$ cat config.mk
export PLATFORM = sky130hd
export DESIGN_NAME = instruction_fetch_unit
export DESIGN_NICKNAME = d
export VERILOG_FILES = /design/src/rtl/instruction_fetch_unit.sv
export SDC_FILE = /design/constraint.sdc
export NUM_CORES = 1
export LEC_CHECK = 0
export ABC_AREA = 1
export ABC_CLOCK_PERIOD_IN_PS = 2750
export CAP_MARGIN = 20
export CORE_ASPECT_RATIO = 1.1
export CORE_MARGIN = 3
export CORE_UTILIZATION = 44
export DETAILED_ROUTE_END_ITERATION = 8
export GPL_TIMING_DRIVEN = 1
export MAX_ROUTING_LAYER = met4
export PLACE_DENSITY = 0.86
export SETUP_SLACK_MARGIN = 0.4
export SYNTH_ARGS = -nofsm -noshare
export SYNTH_HDL_FRONTEND = slang
export SYNTH_SLANG_ARGS = --single-unit
$ cat constraint.sdc
create_clock -name clock -period 2.75 [get_ports clock]
set_input_delay 0.55 -clock clock [delete_from_list [all_inputs] [get_ports clock]]
set_output_delay 0.55 -clock clock [all_outputs]
set_load 0.02 [all_outputs]
$ cat src/rtl/instruction_fetch_unit.sv
//------------------------------------------------------------------------------
// instruction_fetch_unit : holds the architectural PC and fetches the word at it
// Revision: 1.0
//------------------------------------------------------------------------------
`default_nettype none

module instruction_fetch_unit #(
   parameter logic [31:0] RESET_VECTOR   = 32'h0000_0000,
   parameter int          TIMEOUT_CYCLES = 255
) (
   input  logic        clock,
   input  logic        reset_n,
   input  logic [31:0] programCounterInput,
   input  logic        pcAdvance,
   output logic [31:0] pcOfInstruction,
   output logic [31:0] instruction,
   output logic        instructionValid,
   output logic [31:0] memAddress,
   output logic        memRequest,
   input  logic        memGrant,
   input  logic        memReadValid,
   input  logic [31:0] memReadData,
   output logic        fetchMisaligned,
   output logic        fetchTimeout
);

   localparam int          c_CW     = (TIMEOUT_CYCLES < 1) ? 1 : $clog2(TIMEOUT_CYCLES + 1);
   localparam bit          c_TO_EN  = (TIMEOUT_CYCLES != 0);
   localparam logic [c_CW-1:0] c_LAST = c_CW'(TIMEOUT_CYCLES - 1);
   localparam logic [c_CW-1:0] c_MAX  = c_CW'(TIMEOUT_CYCLES);

   localparam logic [1:0] S_REQUEST = 2'd0;
   localparam logic [1:0] S_WAIT    = 2'd1;
   localparam logic [1:0] S_VALID   = 2'd2;
   localparam logic [1:0] S_ERROR   = 2'd3;

   logic [1:0]      r_state;
   logic [1:0]      w_state_nxt;
   logic [31:0]     r_pc;
   logic [31:0]     r_instruction;
   logic            r_misaligned;
   logic            r_timeout;
   logic [c_CW-1:0] r_count;
   logic            w_capture;
   logic            w_misalign_hit;
   logic            w_timeout_hit;
   logic            w_aligned;

   assign w_aligned = (r_pc[1:0] == 2'b00);

   always_ff @(posedge clock or negedge reset_n) begin
      if (!reset_n) begin
         r_state <= S_REQUEST;
      end else begin
         r_state <= w_state_nxt;
      end
   end

   always_comb begin
      w_state_nxt    = r_state;
      w_capture      = 1'b0;
      w_misalign_hit = 1'b0;
      w_timeout_hit  = 1'b0;
      case (r_state)
         S_REQUEST: begin
            if (!w_aligned) begin
               w_state_nxt    = S_ERROR;
               w_misalign_hit = 1'b1;
            end else if (memGrant && memReadValid) begin
               w_state_nxt = S_VALID;
               w_capture   = 1'b1;
            end else if (memGrant) begin
               w_state_nxt = S_WAIT;
            end
         end
         S_WAIT: begin
            // A response arriving on the last allowed cycle beats the timeout
            if (memReadValid) begin
               w_state_nxt = S_VALID;
               w_capture   = 1'b1;
            end else if (c_TO_EN && (r_count == c_LAST)) begin
               w_state_nxt   = S_ERROR;
               w_timeout_hit = 1'b1;
            end
         end
         S_VALID: begin
            if (pcAdvance) begin
               w_state_nxt = S_REQUEST;
            end
         end
         default: begin
            w_state_nxt = S_ERROR;
         end
      endcase
   end

   always_comb begin
      memRequest       = (r_state == S_REQUEST) && w_aligned;
      instructionValid = (r_state == S_VALID);
      memAddress       = r_pc;
      pcOfInstruction  = r_pc;
      instruction      = r_instruction;
      fetchMisaligned  = r_misaligned;
      fetchTimeout     = r_timeout;
   end

   always_ff @(posedge clock or negedge reset_n) begin
      if (!reset_n) begin
         r_pc          <= RESET_VECTOR;
         r_instruction <= 32'h0000_0000;
         r_misaligned  <= 1'b0;
         r_timeout     <= 1'b0;
         r_count       <= '0;
      end else begin
         if (w_capture) begin
            r_instruction <= memReadData;
         end
         if ((r_state == S_VALID) && pcAdvance) begin
            r_pc <= programCounterInput;
         end
         if (w_misalign_hit) begin
            r_misaligned <= 1'b1;
         end
         if (w_timeout_hit) begin
            r_timeout <= 1'b1;
         end
         // Counter saturates so a disabled timeout can never wrap into a false hit
         if ((r_state == S_REQUEST) && memGrant) begin
            r_count <= '0;
         end else if ((r_state == S_WAIT) && (r_count != c_MAX)) begin
            r_count <= r_count + 1'b1;
         end
      end
   end

endmodule

`default_nettype wire

---- After elaboration in Yosys (flattened, before gate mapping) ----
Cells that the tools add are included.
storage, ports and cells
  bits in registers ....................... 76
  input bits .............................. 69
  output and inout port bits .............. 100
  word-level logic and storage cells ...... 41
cells by class
  $add $sub $neg .......................... 1
  equality and inequality tests ........... 7
  multiplexer cells ....................... 18
  reduce and logical (&&, ||, !) cells .... 9
operators by type and width
  cell                                           count
  2-to-1 mux 8 bit                               2
  2-to-1 mux 2 bit                               6
  adder 8 x 1 -> 8 bit, second input constant    1
  == test 8 bit, second input constant           1
  2-to-1 mux 1 bit                               8
  != test 8 bit, second input constant           1
  case mux 2 bit (3 select lines)                1
  logical AND 1 bit                              5
  zero test 2 bit                                2
  != test 4 bit, second input constant           1
  != test 3 bit, second input constant           1
  AND reduction 3 bit                            1
  == test 2 x 1 -> 1 bit, second input constant  1
  == test 2 bit, second input constant           1
  != test 2 bit, second input constant           1
  case mux 1 bit (2 select lines)                1
  nonzero test 2 bit                             1

---- Logic depth before layout (Yosys ltp) ----
Gate-level depths: netlist of the first run.
  depth after elaboration ................. 4
  mapped depth ............................ 9
  gate-level depth less buffers ........... 9

---- Worst setup path after synthesis of the first run ----
OpenSTA, ideal clock, no wires.
  kind .................................... register to output
  start ................................... register r_state[0]
  end ..................................... output port memRequest
  arrival ................................. 1.098 ns
  required time ........................... 2.200 ns
  setup slack ............................. 1.102 ns
  stages on the path, launching flop included .. 4
  buffers on the path ..................... 0
  path through ............................ dfrtp_1 nor2_2 inv_1 nor3_1
between the ends
  longest elaborated chain between the ends .. 2
RTL lines
  what                    line  source
  start, declared         37    logic [1:0] r_state;
  start signal, assigned  55    r_state <= w_state_nxt;
  zero test 2 bit         98    memRequest = (r_state == S_REQUEST) && w_aligned;
  logical AND 1 bit       98
  end, declared           19    output logic memRequest,
No other way between the ends.

---- Worst setup path in the final report of the first run ----
  start ................................... register r_state[0]
  end ..................................... output port instructionValid
between the ends
  longest elaborated chain between the ends .. 1
RTL lines
  what           line  source
  == test 2 bit  99    instructionValid = (r_state == S_VALID);
  end, declared  17    output logic instructionValid,
No other way between the ends.

==> flow_results.org, run 1 <==
** Status
- The flow ran to the end, and the final reports show no timing, DRC or antenna violations.

** Final layout
- FILL cells :: 582
- Summing all multi-input logic gate instances after layout gives 0.00104 mm^2.
- Cells with a size suffix above 1 make up 10.5% of the layout.
- Final net count :: 555
- Area delta synth->final :: 49.7%
- Number of diodes added for antenna fixing :: 0
- Post-route insts no fill :: 592
- Register area :: 0.00190 mm^2

** Logic synthesis
- Count of warnings emitted by yosys :: 0
- Average cell area after synthesis :: 9.96 um^2
- Count of different cell masters after synthesis :: 23
- Leading post-synthesis cells by cell area :: sky130_fd_sc_hd__dfrtp_1 55%, sky130_fd_sc_hd__mux2_2 9.8%, sky130_fd_sc_hd__nand2_1 7.8%, sky130_fd_sc_hd__buf_4 7.6%, sky130_fd_sc_hd__inv_1 5.5%
- Summed over its instances, the top area cell type makes up 55.3% of the synthesized netlist area.
- Flop and latch count out of synthesis :: 76
- Sequential area share after synthesis :: 55.3%
- Fraction of synthesized cell area in xor and xnor cells :: 0.510%
- Synthesized-area fraction occupied by adder cells :: 0.728%
- The commonest cells after synthesis are 76 x sky130_fd_sc_hd__dfrtp_1, 71 x sky130_fd_sc_hd__nand2_1, 50 x sky130_fd_sc_hd__inv_1.
- Post-Syn Area :: 0.00344 mm^2
- Compound-Gate Fraction of Synth Area :: 6.63%
- Yosys mapped a number of flops with a built-in enable equal to 0.
- After synthesis, the largest family of logic cells by area is buffers and inverters.
- Of all cell types, the one taking the most synthesized area is sky130_fd_sc_hd__dfrtp_1.
- The most used flip-flop cell after synthesis is sky130_fd_sc_hd__dfrtp_1.
- Cell with the most instances after synthesis :: sky130_fd_sc_hd__dfrtp_1
- Number of nets produced by synthesis :: 416
- Simple-gate share of the synthesized area :: 11.8%
- Multiplexer share of the synthesized area :: 10.5%
- Post-synthesis cell count :: 345
- Counting flops with an async set or reset pin after synthesis yields a share of 100%.

** Clocking
- Total of hold buffers inserted after clock tree synthesis :: 0
- TritonCTS built the clock tree.
- The clock reaches the later pin of the worst-skew pair after 0.34 ns.
- In this run the clock root is driven by a sky130_fd_sc_hd__clkbuf_8.
- The number of gates resized after CTS was 1.
- Largest buffer count on any clock path :: 2
- Post-CTS timing repair inserted 0 buffers for setup.
- H-tree depth :: 3
- Number of buffers created by CTS :: 9
- Clock transition at the register clock pins on the worst setup and hold paths after CTS :: 0.08 ns
- The clock drives 76 sinks.

** STA
- TNS Setup :: 0 ns
- Headroom to the max-slew limit came out at 37.4%.
- Final setup viols :: 0
- Slew Limit Fails :: 0
- The worst path uses 77.0% of the clock period.
- The count of final hold-check violations came to 0.
- Maximum clock skew at final layout :: 0.00878 ns
- FMAX :: 0.472 GHz
- Slew at the pin closest to its max-slew limit :: 0.939 ns
- The worst path in the final design needs a cycle of 2.12 ns, including I/O delays and setup.
- Unrepaired setup endpoints after global routing :: no

** Power and ir drop
- For this design the ratio of total power to cell area is 1230 mW/mm^2.
- Total leakage power :: 2.28 nW
- Across the VDD grid, the largest voltage drop is 0.000599 V.

** Worst setup path
- The number of buffers and inverters on the critical path is 1.
- For this run, the slowest stage of the critical path takes 0.62 ns.
- The critical path goes through nor2_2, clkdlybuf4s50_1.
- Data on the critical path arrives at its endpoint at 1.57 ns.
- Startpoint type of the worst setup path :: register
- Req. time, crit path :: 2.20 ns
- Crit end category :: primary output
- The worst setup path is of the reg2out kind.
- Cell at the slowest stage of the critical path :: sky130_fd_sc_hd__clkdlybuf4s50_1
- Maximum net fanout on the critical path :: 5
- Dominant delay contributor by cell family on the critical path :: buffers and inverters

** Floorplan
- In this run the horizontal extent of the chip is 90.3 um.
- Core Area :: 0.00751 mm^2
- Standard-cell rows :: 33
- Overall die area :: 0.00891 mm^2
- Die outline height :: 98.7 um
- IO Count :: 169
- Once the floorplan was initialized, standard cells occupied 45.7% of the core.

** Global routing
- Antenna violations before repair :: 0
- Total global-route track usage :: 19.6%
- Entering global routing, the biggest net connects 77 pins.
- Via count of the first global-routing pass :: 2,823
- The first global-routing pass estimated 13,600 um of wire.
- Total global routing overflow :: 0

** Detailed routing
- The pre-antenna-repair detailed-routing pass consisted of 4 iterations.
- After the first detailed-routing iteration, the DRC count stood at 173.
- Total DRC errors in the routed layout :: 0
- After detailed routing, the number of vias per cell comes to 4.59.
- Detailed routing inserted a total of 2,716 vias.
- Routed WL :: 8210 um
- The count of nets left with antenna violations once routing finished came out at 0.
- In the final routed layout, each cell accounts on average for 13.9 um.

** Placement
- Detailed Place HPWL :: 6260 um
- Number of buffer cells added on primary ports :: 168
- At the end of routability-driven placement, the weighted congestion stood at 0.897.
- The number of placed instances, taps included, is 578.

** Min path
- The tightest min-delay check is of the in2async type.

** Run
- Max-cap violations in this run came to 0.
## cell type report
class	instances	area share [%]
inverters	50	3.65
clock buffers	9	2.41
clock inverters	5	1.53
flip-flops and latches	76	37.0
multi-input cells	178	20.1
repair buffers	169	32.8
well taps	105	2.55
## stage by stage
step | instance area [um^2] | hold slack (ns) | util (%) | total power (W) | setup WS [ns]
floorplan | 3440 | 0.254 | - | 0.00406 | 1.10
global placement | 4940 | 0.476 | 65.8 | 0.00542 | 0.650
detailed placement | 4940 | 0.495 | 65.8 | 0.00553 | 0.544
CTS | 5140 | 0.377 | 68.5 | 0.00643 | 0.613
global route | 5140 | 0.404 | 68.5 | 0.00672 | 0.548
finish | 5140 | 0.319 | 68.5 | 0.00635 | 0.634
## power breakdown
group / leakage (nW) / internal (W) / switching [W]
Sequential: 0.923 / 0.00164 / 0.000370
Clock: 0.105 / 0.000499 / 0.000386
Combinational: 1.25 / 0.00170 / 0.00176
## cells in the final DEF (no fill, tap or decap)
cell type / synthesis / routed
sky130_fd_sc_hd__o21ai_4: 1 / 1
sky130_fd_sc_hd__nand2_1: 71 / 71
sky130_fd_sc_hd__ha_1: 2 / 2
sky130_fd_sc_hd__nand4_1: 2 / 2
sky130_fd_sc_hd__dlygate4sd2_1: 0 / 1
sky130_fd_sc_hd__clkbuf_8: 0 / 9
sky130_fd_sc_hd__clkinv_2: 0 / 2
sky130_fd_sc_hd__nand3_1: 11 / 11
sky130_fd_sc_hd__o21bai_1: 2 / 2
sky130_fd_sc_hd__nor2_1: 11 / 11
sky130_fd_sc_hd__nor2_2: 3 / 3
sky130_fd_sc_hd__o21ai_1: 4 / 4
sky130_fd_sc_hd__mux2_2: 30 / 30
sky130_fd_sc_hd__nor3_1: 1 / 1
sky130_fd_sc_hd__xor2_1: 2 / 2
sky130_fd_sc_hd__bufinv_16: 0 / 2
sky130_fd_sc_hd__a21oi_1: 3 / 3
sky130_fd_sc_hd__o22ai_1: 1 / 1
sky130_fd_sc_hd__inv_1: 50 / 50
sky130_fd_sc_hd__clkinv_4: 0 / 1
sky130_fd_sc_hd__dfrtp_1: 76 / 76
sky130_fd_sc_hd__nand2_2: 1 / 1
sky130_fd_sc_hd__clkdlybuf4s50_1: 0 / 166
sky130_fd_sc_hd__buf_4: 35 / 2
sky130_fd_sc_hd__o21ai_0: 31 / 31
sky130_fd_sc_hd__mux2_1: 2 / 2
## final timing paths
check / start / endpoint / slack [ns] / cells past startpoint
worst max-delay path: r_state[0] / instructionValid / 0.63 / 2
worst min-delay path: reset_n / memAddress[10] / 0.32 / 1
worst max register to register: memAddress[1] / instruction[22] / 1.03 / 5
worst min register to register: fetchTimeout / fetchTimeout / 0.50 / 1
max in group asynchronous: reset_n / instruction[0] / 1.79 / 1
min in group clock: fetchTimeout / fetchTimeout / 0.50 / 1
## state kept, by name, indices dropped and copies added, names as in the netlist
register,count
memAddress,32
r_count,8
fetchTimeout,1
fetchMisaligned,1
instruction,32
r_state,2
## routing by layer
metal / routed length, um / global-route usage [%] / up-vias
met5: 0 / - / -
met4: 161 / 7.77 / 0
met3: 528 / 5.11 / 16
met2: 4060 / 32.8 / 127
met1: 3470 / 22.7 / 1248
li1: - / - / 1325
## cells by family (layout without fill, tap and decap cells)
| logic type | count (synthesis) | after routing |
|---|---|---|
| compound gates | 42 | 42 |
| fa+ha+maj | 2 | 2 |
| simple gates | 100 | 100 |
| xor+xnor | 2 | 2 |
| buf+inv | 91 | 233 |
| mux | 32 | 32 |
| flops | 76 | 76 |
Power figures use the tool's default switching activity.
==> run 2: changes to the inputs <==
ABC_CLOCK_PERIOD_IN_PS = 2070   (was 2750)
CORE_UTILIZATION = 41   (was 44)
PLACE_DENSITY = 0.81   (was 0.86)
clock period = 2.07 ns   (was 2.75 ns; I/O delays follow)
==> flow_results.org, run 2 (synthesis results as in run 1) <==
** Worst setup path
- Logic depth of the worst setup path including buffers :: 3 (+1)
- STA classifies the critical path startpoint as a register.
- The critical path goes through buf_4, nor2_2, buf_2.
- FF-to-FF End :: instruction[5]
- The arrival time of the worst setup path came to 1.25 ns (-0.32 ns).
- Worst setup path category :: reg2out
- For this design, the slowest cell found on the critical path is sky130_fd_sc_hd__dfrtp_2.
- The register-to-register path setup slack came to 0.47 ns (-0.56 ns).
- Broken down by cell family, the worst path's largest delay share belongs to flip-flops.
- Startpoint of the lowest-slack register-to-register path :: memAddress[1]
- The path depth of the worst reg2reg path was 8 (+3).
- The required time at the endpoint of the critical path came to 1.66 ns (-0.54 ns).
- Maximum net fanout on the critical path :: 4 (-1)
- Crit end category :: primary output
- Number of buffers and inverters on the critical path :: 2 (+1)
- Slowest stage delay, CP :: 0.44 ns (-0.18 ns)

** Final layout
- Final core utilization :: 64.9% (-3.6 points)
- Final net count :: 565 (+1.8%)
- The area of all placed cells without fillers is 0.00522 mm^2 (+1.4%).
- Fraction of layout instances using a drive strength above 1 :: 14.2% (+3.8 points)
- Area delta synth->final :: 51.8%
- The number of inserted diodes was 0 (unchanged).
- Commonest non-fill, non-tap cells in the layout :: 98 x sky130_fd_sc_hd__dlygate4sd2_1, 75 x sky130_fd_sc_hd__dfrtp_1, 71 x sky130_fd_sc_hd__nand2_1
- Most common library cell in the layout ignoring fill and taps :: sky130_fd_sc_hd__dlygate4sd2_1

** Clocking
- Number of buffers created by CTS :: 9 (unchanged)
- TritonCTS built the clock tree.
- Clock transition at the register clock pins on the worst setup and hold paths after CTS :: 0.08 ns (about the same)
- The depth of the CTS H-tree is 3 (unchanged).
- Total of hold buffers inserted after clock tree synthesis :: 0 (unchanged)
- The buffer depth of the longest clock path came to 2 (unchanged).
- The tree is rooted in a sky130_fd_sc_hd__clkbuf_8.
- Insertion delay to the later sink of the worst-skew pair :: 0.33 ns (about the same)
- The total number of clock tree sinks was 76 (unchanged).

** Detailed routing
- Detailed-router iteration count before antenna repair :: 4 (unchanged)
- The detailed-route vias per instance came to 4.63 (+0.90%).
- Total DRC errors in the routed layout :: 0 (unchanged)
- Average wire length per cell after detail routing :: 14.2 um (+2.3%)
- The number of antenna-violating nets in the routed design was 0 (unchanged).
- Number of vias after detailed routing :: 2,810 (+3.5%)
- The number of DRC markers after the initial detailed-route iteration was 75 (-57%).
- Routed WL :: 8610 um (+4.8%)

** STA
- The worst relative slew slack was 67.2% (+30 points).
- The routed design could run at a clock period as short as 1.66 ns.
- Number of hold violations in the final report :: 0 (unchanged)
- The final total negative setup slack came to 0 ns (unchanged).
- Setup repair after global routing could not meet its margin everywhere.
- The number of endpoints failing setup at the final stage was 0 (unchanged).
- Portion of the clock cycle consumed by the worst path in the final layout :: 80.3%
- Slew Limit Fails :: 0 (unchanged)
- The final worst-path setup slack is 0.408 ns (-0.225 ns).
- Slew at the pin closest to its max-slew limit :: 0.492 ns (-0.447 ns)
- Derived from the worst setup path, the maximum achievable clock frequency is 0.602 GHz.
- The worst-case clock skew is 0.0118 ns (+0.00301 ns).

** Global routing
- The global-route wire length before repair was 12,600 um (-7.2%).
- The total global routing track utilization is 17.2% (-2.4 points).
- The pin count of the biggest net entering global routing is 65 (-16%).
- The via count of the first global-routing pass was 2,626 (-7.0%).
- Antenna violations before repair :: 0 (unchanged)
- The global route total overflow came to 0 (unchanged).

** Power and ir drop
- Largest vdd supply drop :: 0.000679 V (+13%)
- Areal power density over the cells :: 1530 mW/mm^2 (+24%)
- The leakage power of the design was 2.53 nW (+11%).

** Run
- Max-capacitance violation count :: 0 (unchanged)

** Floorplan
- IO Count :: 169 (unchanged)
- Core Area :: 0.00804 mm^2 (+7.0%)
- Die width :: 93.3 um (+3.4%)
- Die outline height :: 102 um (+3.4%)
- Starting Density :: 42.7% (-3.0 points)
- Standard-cell rows :: 34 (+3.0%)
- The area of the die is 0.00952 mm^2 (+6.8%).

** Placement
- Post-place setup slack :: 0.219 ns (-0.325 ns)
- The number of buffers inserted by port buffering was 168 (unchanged).
- The half-perimeter wire length of the detailed placement result came to 6130 um (-2.1%).
- Cell area after placement :: 0.00501 mm^2 (+1.3%)
- The routability-driven placement congestion ratio is 0.869 (-3.0%).

** Min path
- The tightest min-delay check is of the in2async type.

** Status
- Status :: finished clean
run 2: worst max-delay path by stage:
stage,from,to,slack (ns)
4_1_cts,r_state[0],memRequest,0.29
6_report,r_state[0],instructionValid,0.41
3_5_place_dp,r_state[0],memRequest,0.22
2_1_floorplan,r_state[0],memRequest,0.56
5_1_grt,r_state[0],memRequest,0.34
3_3_place_gp,r_state[0],memRequest,0.25
run 2: final cells by class:
cell class	instances	area (um^2)
Timing Repair Buffer	179	1720
Clock buffer	10	128
Fill cell	677	2820
Inverter	50	188
Tap cell	108	135
Sequential cell	76	1900
Clock inverter	6	86.3
Multi-Input combinational cell	178	1060
run 2: worst reg2reg max path, stage by stage (launching register included):
cell	delay (ns)
sky130_fd_sc_hd__dfrtp_1	0.40
sky130_fd_sc_hd__buf_4	0.16
sky130_fd_sc_hd__nor2_2	0.19
sky130_fd_sc_hd__nand3_2	0.13
sky130_fd_sc_hd__o21ai_4	0.19
sky130_fd_sc_hd__buf_12	0.14
sky130_fd_sc_hd__buf_12	0.14
sky130_fd_sc_hd__nand2_1	0.06
sky130_fd_sc_hd__o21ai_0	0.09
run 2: power breakdown:
part           switching (W)  internal [W]
Combinational        0.00240       0.00175
Sequential          0.000458       0.00218
Clock               0.000537      0.000680
Total                0.00339       0.00460
run 2: what timing repair did:
item / in CTS / in global routing
setup endpoints to repair: 100 / 21
gates cloned: 0 / 3
resized for setup: 107 / 9
setup buffers: 0 / 4
pin swaps: 1 / 2
run 2: metrics by stage:
step / std cells / hold slack [ns] / total power (W)
2_1_floorplan: 345 / 0.118 / 0.00540
3_3_place_gp: 584 / 0.406 / 0.00724
3_5_place_dp: 584 / 0.416 / 0.00738
4_1_cts: 600 / 0.0407 / 0.00789
5_1_grt: 607 / 0.0759 / 0.00850
6_report: 607 / 0.0381 / 0.00800
run 2: routing by layer:
layer	vias to the layer above	part of all wire, %	wire (um)	global-route usage (%)
met5	-	0	0	-
met4	0	0.55	47	4.40
met3	6	6.1	526	3.31
met2	140	49	4260	29.4
met1	1312	44	3780	21.1
li1	1352	-	-	-
